$ cat src/rtl/cart_rom_loader_pkg.sv
// Shared types, defaults and helpers for the cartridge ROM download loader.
package cart_rom_loader_pkg;

    localparam int LDR_ADDR_W     = 25;
    localparam int LDR_FIFO_DEPTH = 8;
    localparam int LDR_WR_GAP     = 2;

    typedef enum logic [2:0] {
        LDR_IDLE,
        LDR_FETCH,
        LDR_EMIT_LO,
        LDR_STROBE,
        LDR_GAP,
        LDR_EMIT_HI,
        LDR_CLOSE,
        LDR_DRAIN
    } ldr_state_e;

    function automatic logic [7:0] pickByte(input logic [15:0] word, input logic hi);
        return hi ? word[15:8] : word[7:0];
    endfunction

endpackage

$ cat src/rtl/cart_rom_loader_fifo.sv
// Synchronous word FIFO with a registered read port and full/empty flags.
module cart_rom_loader_fifo #(
    parameter int DEPTH = 8,
    parameter int W     = 16
) (
    input  logic         clk_i,
    input  logic         reset_i,
    input  logic         wrEn_i,
    input  logic [W-1:0] wrData_i,
    input  logic         rdEn_i,
    output logic [W-1:0] rdData_o,
    output logic         full_o,
    output logic         empty_o
);

    localparam int PW = $clog2(DEPTH);

    logic [W-1:0] mem_q [DEPTH];
    logic [PW:0]  wrPtr_q;
    logic [PW:0]  rdPtr_q;
    logic [W-1:0] rdData_q;
    logic         doPush;
    logic         doPop;

    assign empty_o  = (wrPtr_q == rdPtr_q);
    assign full_o   = (wrPtr_q[PW] != rdPtr_q[PW]) && (wrPtr_q[PW-1:0] == rdPtr_q[PW-1:0]);
    assign doPop    = rdEn_i & ~empty_o;
    // A full FIFO still takes a word when one leaves in the same cycle.
    assign doPush   = wrEn_i & (~full_o | doPop);
    assign rdData_o = rdData_q;

    always_ff @(posedge clk_i) begin
        if (doPush) begin
            mem_q[wrPtr_q[PW-1:0]] <= wrData_i;
        end
    end

    always_ff @(posedge clk_i or posedge reset_i) begin
        if (reset_i) begin
            wrPtr_q  <= '0;
            rdPtr_q  <= '0;
            rdData_q <= '0;
        end else begin
            if (doPush) begin
                wrPtr_q <= wrPtr_q + 1'b1;
            end
            if (doPop) begin
                rdPtr_q  <= rdPtr_q + 1'b1;
                rdData_q <= mem_q[rdPtr_q[PW-1:0]];
            end
        end
    end

endmodule

$ cat src/rtl/cart_rom_loader.sv
// Splits host download words into paced ioctl byte writes for the cartridge ROM,
// framing the transfer with ioctl_isROM and closing it after src_len bytes.
module cart_rom_loader
    import cart_rom_loader_pkg::*;
#(
    parameter int FIFO_DEPTH = LDR_FIFO_DEPTH,
    parameter int ADDR_W     = LDR_ADDR_W,
    parameter int WR_GAP     = LDR_WR_GAP
) (
    input  logic              clk_i,
    input  logic              reset_i,
    input  logic              src_start_i,
    input  logic [ADDR_W-1:0] src_len_i,
    input  logic              src_valid_i,
    input  logic [15:0]       src_data_i,
    output logic              src_ready_o,
    output logic              ioctl_wr_o,
    output logic [ADDR_W-1:0] ioctl_addr_o,
    output logic [7:0]        ioctl_dout_o,
    output logic              ioctl_isROM_o,
    input  logic              ioctl_wait_i,
    output logic              busy_o,
    output logic              done_o
);

    localparam int             GW    = $clog2(WR_GAP + 2);
    localparam logic [GW-1:0]  GAP_N = GW'(WR_GAP);

    ldr_state_e        state_q;
    logic [ADDR_W-1:0] len_q;
    logic [ADDR_W-1:0] addr_q;
    logic [ADDR_W-1:0] sent_q;
    logic [7:0]        dout_q;
    logic [7:0]        hiByte_q;
    logic              hiPending_q;
    logic              wr_q;
    logic              isRom_q;
    logic              busy_q;
    logic              done_q;
    logic [GW-1:0]     gapCnt_q;

    logic              fifoPush;
    logic              fifoPop;
    logic              fetchPop;
    logic [15:0]       fifoData;
    logic              fifoFull;
    logic              fifoEmpty;

    // Surplus words are still acknowledged while draining but never stored.
    assign src_ready_o = (busy_q & ~fifoFull) | (state_q == LDR_DRAIN);
    assign fifoPush    = src_valid_i & src_ready_o & (state_q != LDR_DRAIN);
    assign fetchPop    = (state_q == LDR_FETCH) & ~fifoEmpty & ~ioctl_wait_i;
    assign fifoPop     = fetchPop | ((state_q == LDR_DRAIN) & ~fifoEmpty);

    assign ioctl_wr_o    = wr_q;
    assign ioctl_addr_o  = addr_q;
    assign ioctl_dout_o  = dout_q;
    assign ioctl_isROM_o = isRom_q;
    assign busy_o        = busy_q;
    assign done_o        = done_q;

    cart_rom_loader_fifo #(
        .DEPTH (FIFO_DEPTH),
        .W     (16)
    ) u_fifo (
        .clk_i    (clk_i),
        .reset_i  (reset_i),
        .wrEn_i   (fifoPush),
        .wrData_i (src_data_i),
        .rdEn_i   (fifoPop),
        .rdData_o (fifoData),
        .full_o   (fifoFull),
        .empty_o  (fifoEmpty)
    );

    // Data is loaded one state ahead of STROBE so address and byte are settled before the pulse.
    always_ff @(posedge clk_i or posedge reset_i) begin
        if (reset_i) begin
            state_q     <= LDR_IDLE;
            len_q       <= '0;
            addr_q      <= '0;
            sent_q      <= '0;
            dout_q      <= '0;
            hiByte_q    <= '0;
            hiPending_q <= 1'b0;
            wr_q        <= 1'b0;
            isRom_q     <= 1'b0;
            busy_q      <= 1'b0;
            done_q      <= 1'b0;
            gapCnt_q    <= '0;
        end else begin
            wr_q   <= 1'b0;
            done_q <= 1'b0;
            if (wr_q) begin
                addr_q <= addr_q + 1'b1;
                sent_q <= sent_q + 1'b1;
            end
            case (state_q)
                LDR_IDLE: begin
                    if (src_start_i) begin
                        len_q       <= src_len_i;
                        addr_q      <= '0;
                        sent_q      <= '0;
                        hiPending_q <= 1'b0;
                        isRom_q     <= 1'b1;
                        busy_q      <= 1'b1;
                        state_q     <= (src_len_i == '0) ? LDR_CLOSE : LDR_FETCH;
                    end
                end
                LDR_FETCH: begin
                    if (fetchPop) begin
                        state_q <= LDR_EMIT_LO;
                    end
                end
                LDR_EMIT_LO: begin
                    dout_q      <= pickByte(fifoData, 1'b0);
                    hiByte_q    <= pickByte(fifoData, 1'b1);
                    hiPending_q <= 1'b1;
                    state_q     <= LDR_STROBE;
                end
                LDR_EMIT_HI: begin
                    dout_q      <= hiByte_q;
                    hiPending_q <= 1'b0;
                    state_q     <= LDR_STROBE;
                end
                LDR_STROBE: begin
                    if (!ioctl_wait_i) begin
                        wr_q     <= 1'b1;
                        gapCnt_q <= '0;
                        state_q  <= LDR_GAP;
                    end
                end
                LDR_GAP: begin
                    if (gapCnt_q != GAP_N) begin
                        gapCnt_q <= gapCnt_q + 1'b1;
                    end else if (!wr_q && !ioctl_wait_i) begin
                        if (sent_q == len_q) begin
                            state_q <= LDR_CLOSE;
                        end else if (hiPending_q) begin
                            state_q <= LDR_EMIT_HI;
                        end else begin
                            state_q <= LDR_FETCH;
                        end
                    end
                end
                LDR_CLOSE: begin
                    if (!ioctl_wait_i) begin
                        isRom_q <= 1'b0;
                        busy_q  <= 1'b0;
                        done_q  <= 1'b1;
                        state_q <= LDR_DRAIN;
                    end
                end
                LDR_DRAIN: begin
                    if (fifoEmpty) begin
                        state_q <= LDR_IDLE;
                    end
                end
                default: state_q <= LDR_IDLE;
            endcase
        end
    end

endmodule

$ cat config.mk
export PLATFORM = sky130hd
export DESIGN_NAME = cart_rom_loader
export DESIGN_NICKNAME = d
export VERILOG_FILES = /design/src/rtl/cart_rom_loader_pkg.sv /design/src/rtl/cart_rom_loader_fifo.sv /design/src/rtl/cart_rom_loader.sv
export SDC_FILE = /design/constraint.sdc
export NUM_CORES = 1
export LEC_CHECK = 0
export CAP_MARGIN = 20
export CORE_UTILIZATION = 60
export DETAILED_ROUTE_END_ITERATION = 12
export PLACE_DENSITY_LB_ADDON = 0.12
export SLEW_MARGIN = 20
export SYNTH_ARGS = -nofsm -noshare
export SYNTH_HDL_FRONTEND = slang
export SYNTH_HIERARCHICAL = 1
export SYNTH_SLANG_ARGS = --single-unit
$ cat constraint.sdc
create_clock -name clk_i -period 9.55 [get_ports clk_i]
set_input_delay 1.91 -clock clk_i [delete_from_list [all_inputs] [get_ports clk_i]]
set_output_delay 1.91 -clock clk_i [all_outputs]
set_load 0.005 [all_outputs]
After elaboration in Yosys (flattened, before gate mapping) --
Memories as Yosys holds them, arrays and structs flattened. A register that Yosys moved wholly into a read port is not among the register bits. Index checks and enable logic that the tools add are counted.
Cells by class: reduce and logical (&&, ||, !) cells 16, mux-type cells 31, bitwise logic cells 14, eq/ne operators 21, add/subtract/negate cells 5
Operators with widths (count):
- 2-to-1 mux 25 bit | 6
- adder 25 x 1 -> 25 bit, second input constant | 2
- 2-to-1 mux 3 bit | 10
- == test 25 bit | 1
- logical NOT 25 bit | 1
- case mux 3 bit (7 select lines) | 1
- != test 2 bit, second input constant | 8
- case mux 8 bit (2 select lines) | 1
- == test 3 bit, second input constant | 4
- adder 4 x 1 -> 4 bit, second input constant | 2
- bitwise AND 1 bit | 8
- 2-to-1 mux 1 bit | 8
- AND reduction 7 bit | 1
- == test 3 x 2 -> 1 bit, second input constant | 2
- AND reduction 3 bit | 2
- nonzero test 2 bit | 3
- == test 4 bit | 1
- 2-to-1 mux 2 bit | 2
- case mux 2 bit (2 select lines) | 1
- AND reduction 2 bit | 2
- == test 3 x 1 -> 1 bit, second input constant | 1
- == test 3 bit | 1
- logical NOT 3 bit | 1
- != test 3 bit, second input constant | 1
- 11 further kinds | 17
Storage, ports and cells: memories 1, bits in registers 108, RAM bits 128, logic and storage cells 101, output and inout bits 38
Memories:
- u_fifo.mem_q | depth 8, width 16, read ports 1, clocked after memory_dff 1, write ports 1, RTL line cart_rom_loader_fifo.sv:18 | logic [W-1:0] mem_q [DEPTH];

Depth between registers and ports, before layout --
depth in word-level cells 10, depth in mapped cells 12, depth with buffers taken out 9

By module --
Netlist, hierarchy kept.
By module, submodules not included:
- cart_rom_loader_fifo | instances 1, seq. area each 4444.3 µm², cells each 291, area each 5918.2 µm²
- cart_rom_loader | instances 1, seq. area each 2502.4 µm², cells each 494, area each 5061.1 µm²

Worst setup path before layout --
Ideal clock, no wire load.
kind input port to flip-flop, from input ioctl_wait_i, to memory u_fifo.mem_q[0][0], enable pin, arrival time 4.126 ns, path slack 4.993 ns, path buffers 0, setup time 0.430 ns, stages on the path 5, cell sequence nor3_1 > a21oi_1 > nor2b_1 > o21ai_4 > nor4_1
Between the ends: word-level cells in the longest chain between the ends 8
Ends and longest elaborated chain:
- start, declared | RTL line cart_rom_loader.sv:21 | input logic ioctl_wait_i,
- NOT 1 bit | RTL line cart_rom_loader.sv:52 | assign fetchPop = (state_q == LDR_FETCH) & ~fifoEmpty & ~ioctl_wait_i;
- bitwise AND 1 bit | RTL line cart_rom_loader.sv:52
- bitwise OR 1 bit | RTL line cart_rom_loader.sv:53 | assign fifoPop = fetchPop | ((state_q == LDR_DRAIN) & ~fifoEmpty);
- via fifoPop | RTL line cart_rom_loader.sv:43 | logic fifoPop;
- bitwise AND 1 bit | RTL line cart_rom_loader_fifo.sv:27 | assign doPop = rdEn_i & ~empty_o;
- bitwise OR 1 bit | RTL line cart_rom_loader_fifo.sv:29 | assign doPush = wrEn_i & (~full_o | doPop);
- bitwise AND 1 bit | RTL line cart_rom_loader_fifo.sv:29
- 2-to-1 mux 1 bit | RTL line cart_rom_loader_fifo.sv:33 | if (doPush) begin
- 2-to-1 mux 1 bit (implied by the code) | RTL line cart_rom_loader_fifo.sv:34 | mem_q[wrPtr_q[PW-1:0]] <= wrData_i;
- end, declared | RTL line cart_rom_loader_fifo.sv:18
The timed path passes the listed nets, and every way through them passes these cells.

Final worst setup path --
from register u_fifo.rdPtr_q[2], to output src_ready_o
Between the ends: word-level cells in the longest chain between the ends 5
Ends and longest elaborated chain:
- start, declared | RTL line cart_rom_loader_fifo.sv:20 | logic [PW:0] rdPtr_q;
- start signal, assigned | RTL line cart_rom_loader_fifo.sv:48 | rdPtr_q <= rdPtr_q + 1'b1;
- == test 3 bit | RTL line cart_rom_loader_fifo.sv:26 | assign full_o = (wrPtr_q[PW] != rdPtr_q[PW]) && (wrPtr_q[PW-1:0] == rdPtr_q[PW-1:0]);
- logical AND 1 bit | RTL line cart_rom_loader_fifo.sv:26
- via fifoFull | RTL line cart_rom_loader.sv:46 | logic fifoFull;
- NOT 1 bit | RTL line cart_rom_loader.sv:50 | assign src_ready_o = (busy_q & ~fifoFull) | (state_q == LDR_DRAIN);
- bitwise AND 1 bit | RTL line cart_rom_loader.sv:50
- bitwise OR 1 bit | RTL line cart_rom_loader.sv:50
- end, declared | RTL line cart_rom_loader.sv:16 | output logic src_ready_o,
The timed path passes the listed nets, and every way through them passes these cells.

==> summary.txt <==
Critical path
  • R2R depth: 7
  • Critical Path AT: 2770 ps
  • CP Data Required Time: 7640 ps
  • Setup CP Type: reg2out
  • Reg-to-reg slack, setup: 5960 ps
  • Worst-path maximum fanout: 19
  • Worst reg2reg path endpoint: u_fifo/mem_q[1][14]$_DFFE_PP_
  • Critical register-to-register path startpoint: u_fifo/rdPtr_q[2]$_DFFE_PP0P_
  • Crit start category: flip-flop
  • Crit end category: output pin

Timing
  • # setup viols final: 0
  • Post-route setup TNS: 0 ps
  • Hold_ws: 482 ps
  • Fin Clk Skew: 11.2 ps
  • Worst-Margin Slew: 1090 ps
  • RSZ-0062 raised after global routing: no
  • Crit share post-route: 0.490
  • Final Hold Fails: 0
  • Final worst path period need: 4680 ps
  • Max-slew violations: 0
  • Fmax: 214 MHz
  • Max-slew headroom: 0.271

Synth
  • Synth cell types: 50
  • Cell area after synthesis: 0.0110 mm2
  • Synth Flop Type: edfxtp_1
  • Sequential share of the synthesized area: 0.633
  • Synth cell count leaders: edfxtp_1, dfrtp_1, nor2_1, xnor2_1, nand2_1
  • Share of the synthesized area in the top cell type: 0.350
  • Synth area leaders: edfxtp_1, dfrtp_1, mux4_2
  • Syn Nets: 836
  • Most numerous cell in the Yosys netlist: edfxtp_1
  • Post-synth EDFFs: 128
  • Syn_area_per_cell: 14.0 um2
  • Yosys reg bits: 252
  • Yosys top cell by area: edfxtp_1
  • Async SR Flop Fraction: 0.492
  • Cells after Synth: 785
  • Synth warn: 6

Global routing
  • GRT Resource Usage Total: 0.242
  • Initial antenna violation count: 0
  • Grt ovf: 0
  • First-pass GRT wire length: 34.8 mm
  • Largest net degree at the start of global routing: 72
  • Vias in the first global route: 6718

Floorplan
  • Row cnt: 49
  • Core ar.: 0.0180 mm2
  • Die area: 0.0188 mm2
  • I/O pins: 84
  • Die Ht: 137 um
  • Starting density of the core: 0.611
  • Die W: 137 um

Clock network
  • CTS sink count: 252
  • Number of gates resized after CTS: 0
  • Worst-Skew Late Latency: 530 ps
  • CTS tree: yes
  • H-tree depth: 1
  • CTS Buf Count: 26
  • CTS root buf: clkbuf_16
  • Clk slew on worst S/H paths: 60 ps
  • CTS Buffer Depth: 3
  • Setup bufs post-CTS: 0
  • CTS Hold Bufs: 0

Place
  • # port buffers: 83
  • Final HPWL DP: 14.5 mm
  • Placed inst area: 0.0120 mm2
  • Routability cong.: 0.861

Drt
  • Detailed-route DRC error count: 0
  • Total vias in the final route: 6596
  • Post-route ant nets: 0
  • Met2 WL: 11.1 mm
  • WL/cell: 19.5 um
  • DRT Pass-1 Iters: 4
  • Iter 0 DRT Violations: 270
  • Top sig layer: met4
  • Final wirelength: 21.7 mm
  • DR vias/cell: 5.92
  • Met3 routed WL: 1.12 mm
  • DRT met1 WL: 8.97 mm

Final layout
  • Antenna Cells: 0
  • Final #Nets: 917
  • Post-route cell area: 0.0129 mm2
  • Area delta synth->final: 17.4%
  • Share of cells above drive strength 1: 0.159

Min path
  • HP Start: u_fifo/rdData_o[11]$_DFFE_PP0P_
  • Min-Delay Path Class: reg2reg
  • Min-Delay Path Depth: 2
  • Hold worst-path end: u_fifo/rdData_o[11]$_DFFE_PP0P_

Pwr
  • P_sw: 1220 uW
  • Logic gate share of total power: 0.292
  • Power Internal: 2670 uW
  • Sequential Power Share: 0.435
  • Peak VDD IR: 0.247 mV
  • Power per cell area: 302 mW/mm2
  • Lkg Pwr: 0.00484 uW
  • Clk network pwr share: 0.273
  • Switch share: 0.314

Run
  • Max-Cap Viols: 0

Status
  • Run status: completed
[critical path: stages (launching register included)]
cell             delay, ps
dfrtp_1               1070
xnor2_2                200
nand4_2                220
inv_1                   70
o21ai_0                150
clkdlybuf4s50_1        530
[cell usage in the layout (no fill, tap or decap), drive strengths merged, types with 2 or more instances in the layout]
cell type / n
a21oi: 11
and2: 4
and3: 5
and4: 5
buf: 10
bufinv: 5
clkbuf: 31
clkdlybuf4s50: 83
clkinv: 10
dfrtp: 124
edfxtp: 128
ha: 5
inv: 16
mux2: 35
mux2i: 19
mux4: 32
nand2: 45
nand2b: 5
nand3: 23
nand4: 22
nor2: 74
nor2b: 3
nor3: 24
nor4: 15
o211ai: 3
o21ai: 35
o22ai: 8
o311a: 9
or2: 2
or3: 3
or4: 2
xnor2: 51
xor2: 31
[layout make-up]
class | instances | area [um2]
timing repair buffer | 93 | 906
fill | 1209 | 5070
clock buffer | 31 | 689
clock inverter | 16 | 218
inverter | 15 | 58.8
sequential | 252 | 6950
tap | 229 | 287
multi-input combinational | 478 | 3790
[kinds of logic (layout without fill, tap and decap cells)]
logic type | count (synthesis) | after routing | share of synthesized area
muxes | 86 | 86 | 0.119
buffers and inverters | 55 | 155 | 0.0260
AOI/OAI and AO/OA | 70 | 70 | 0.0401
and+or+nand+nor | 235 | 235 | 0.109
xor gates and xnor gates | 82 | 82 | 0.0675
adders and majority gates | 5 | 5 | 0.00570
DFF | 252 | 252 | 0.633
[sequential cells by signal, summed over array words and instances, names as in the netlist]
| register | count |
|---|---|
| u_fifo/rdPtr_q | 4 |
| gapCnt_q | 2 |
| u_fifo/rdData_o | 16 |
| busy_o | 1 |
| sent_q | 25 |
| hiPending_q | 1 |
| hiByte_q | 8 |
| state_q | 3 |
| ioctl_wr_o | 1 |
| ioctl_dout_o | 8 |
| u_fifo/mem_q | 128 |
| done_o | 1 |
| u_fifo/wrPtr_q | 4 |
| len_q | 25 |
| ioctl_addr_o | 25 |
[worst max-delay path by stage]
stage | startpoint | end | slack, ps | cells past startpoint
final | u_fifo/rdPtr_q[2]$_DFFE_PP0P_ | src_ready_o | 4870 | 5
after global routing | u_fifo/rdPtr_q[2]$_DFFE_PP0P_ | src_ready_o | 4710 | 5
after CTS | u_fifo/rdPtr_q[2]$_DFFE_PP0P_ | src_ready_o | 4810 | 5
after detailed placement | ioctl_wait_i | u_fifo/mem_q[1][14]$_DFFE_PP_ | 4940 | 6
after global placement | ioctl_wait_i | u_fifo/mem_q[1][0]$_DFFE_PP_ | 4700 | 6
after floorplan | ioctl_wait_i | u_fifo/mem_q[0][0]$_DFFE_PP_ | 4990 | 5
[power by group through the flow]
stage                     Combinational [uW]  Clock, uW  Sequential [uW]
after floorplan                          911          0             1590
after global placement                  1100          0             1690
after detailed placement                1150          0             1710
after CTS                               1160       1080             1690
after global routing                    1250       1120             1730
final                                   1140       1060             1690
[stage by stage]
| stage | total power [uW] | setup WS [ps] | cells | utilization |
|---|---|---|---|---|
| detailed placement | 2860 | 4940 | 1067 | 0.667 |
| global route | 4100 | 4710 | 1114 | 0.718 |
| global placement | 2800 | 4700 | 1067 | 0.667 |
| floorplan | 2500 | 4990 | 785 | - |
| CTS | 3930 | 4810 | 1114 | 0.718 |
| finish | 3890 | 4870 | 1114 | 0.718 |
[layer usage]
metal  track usage  vias to the layer above
li1              -                     3057
met1         0.312                     3312
met4        0.0763                        0
met3        0.0427                       47
met2         0.418                      180
met5             0                        -
(Power assumes the default switching activity.)
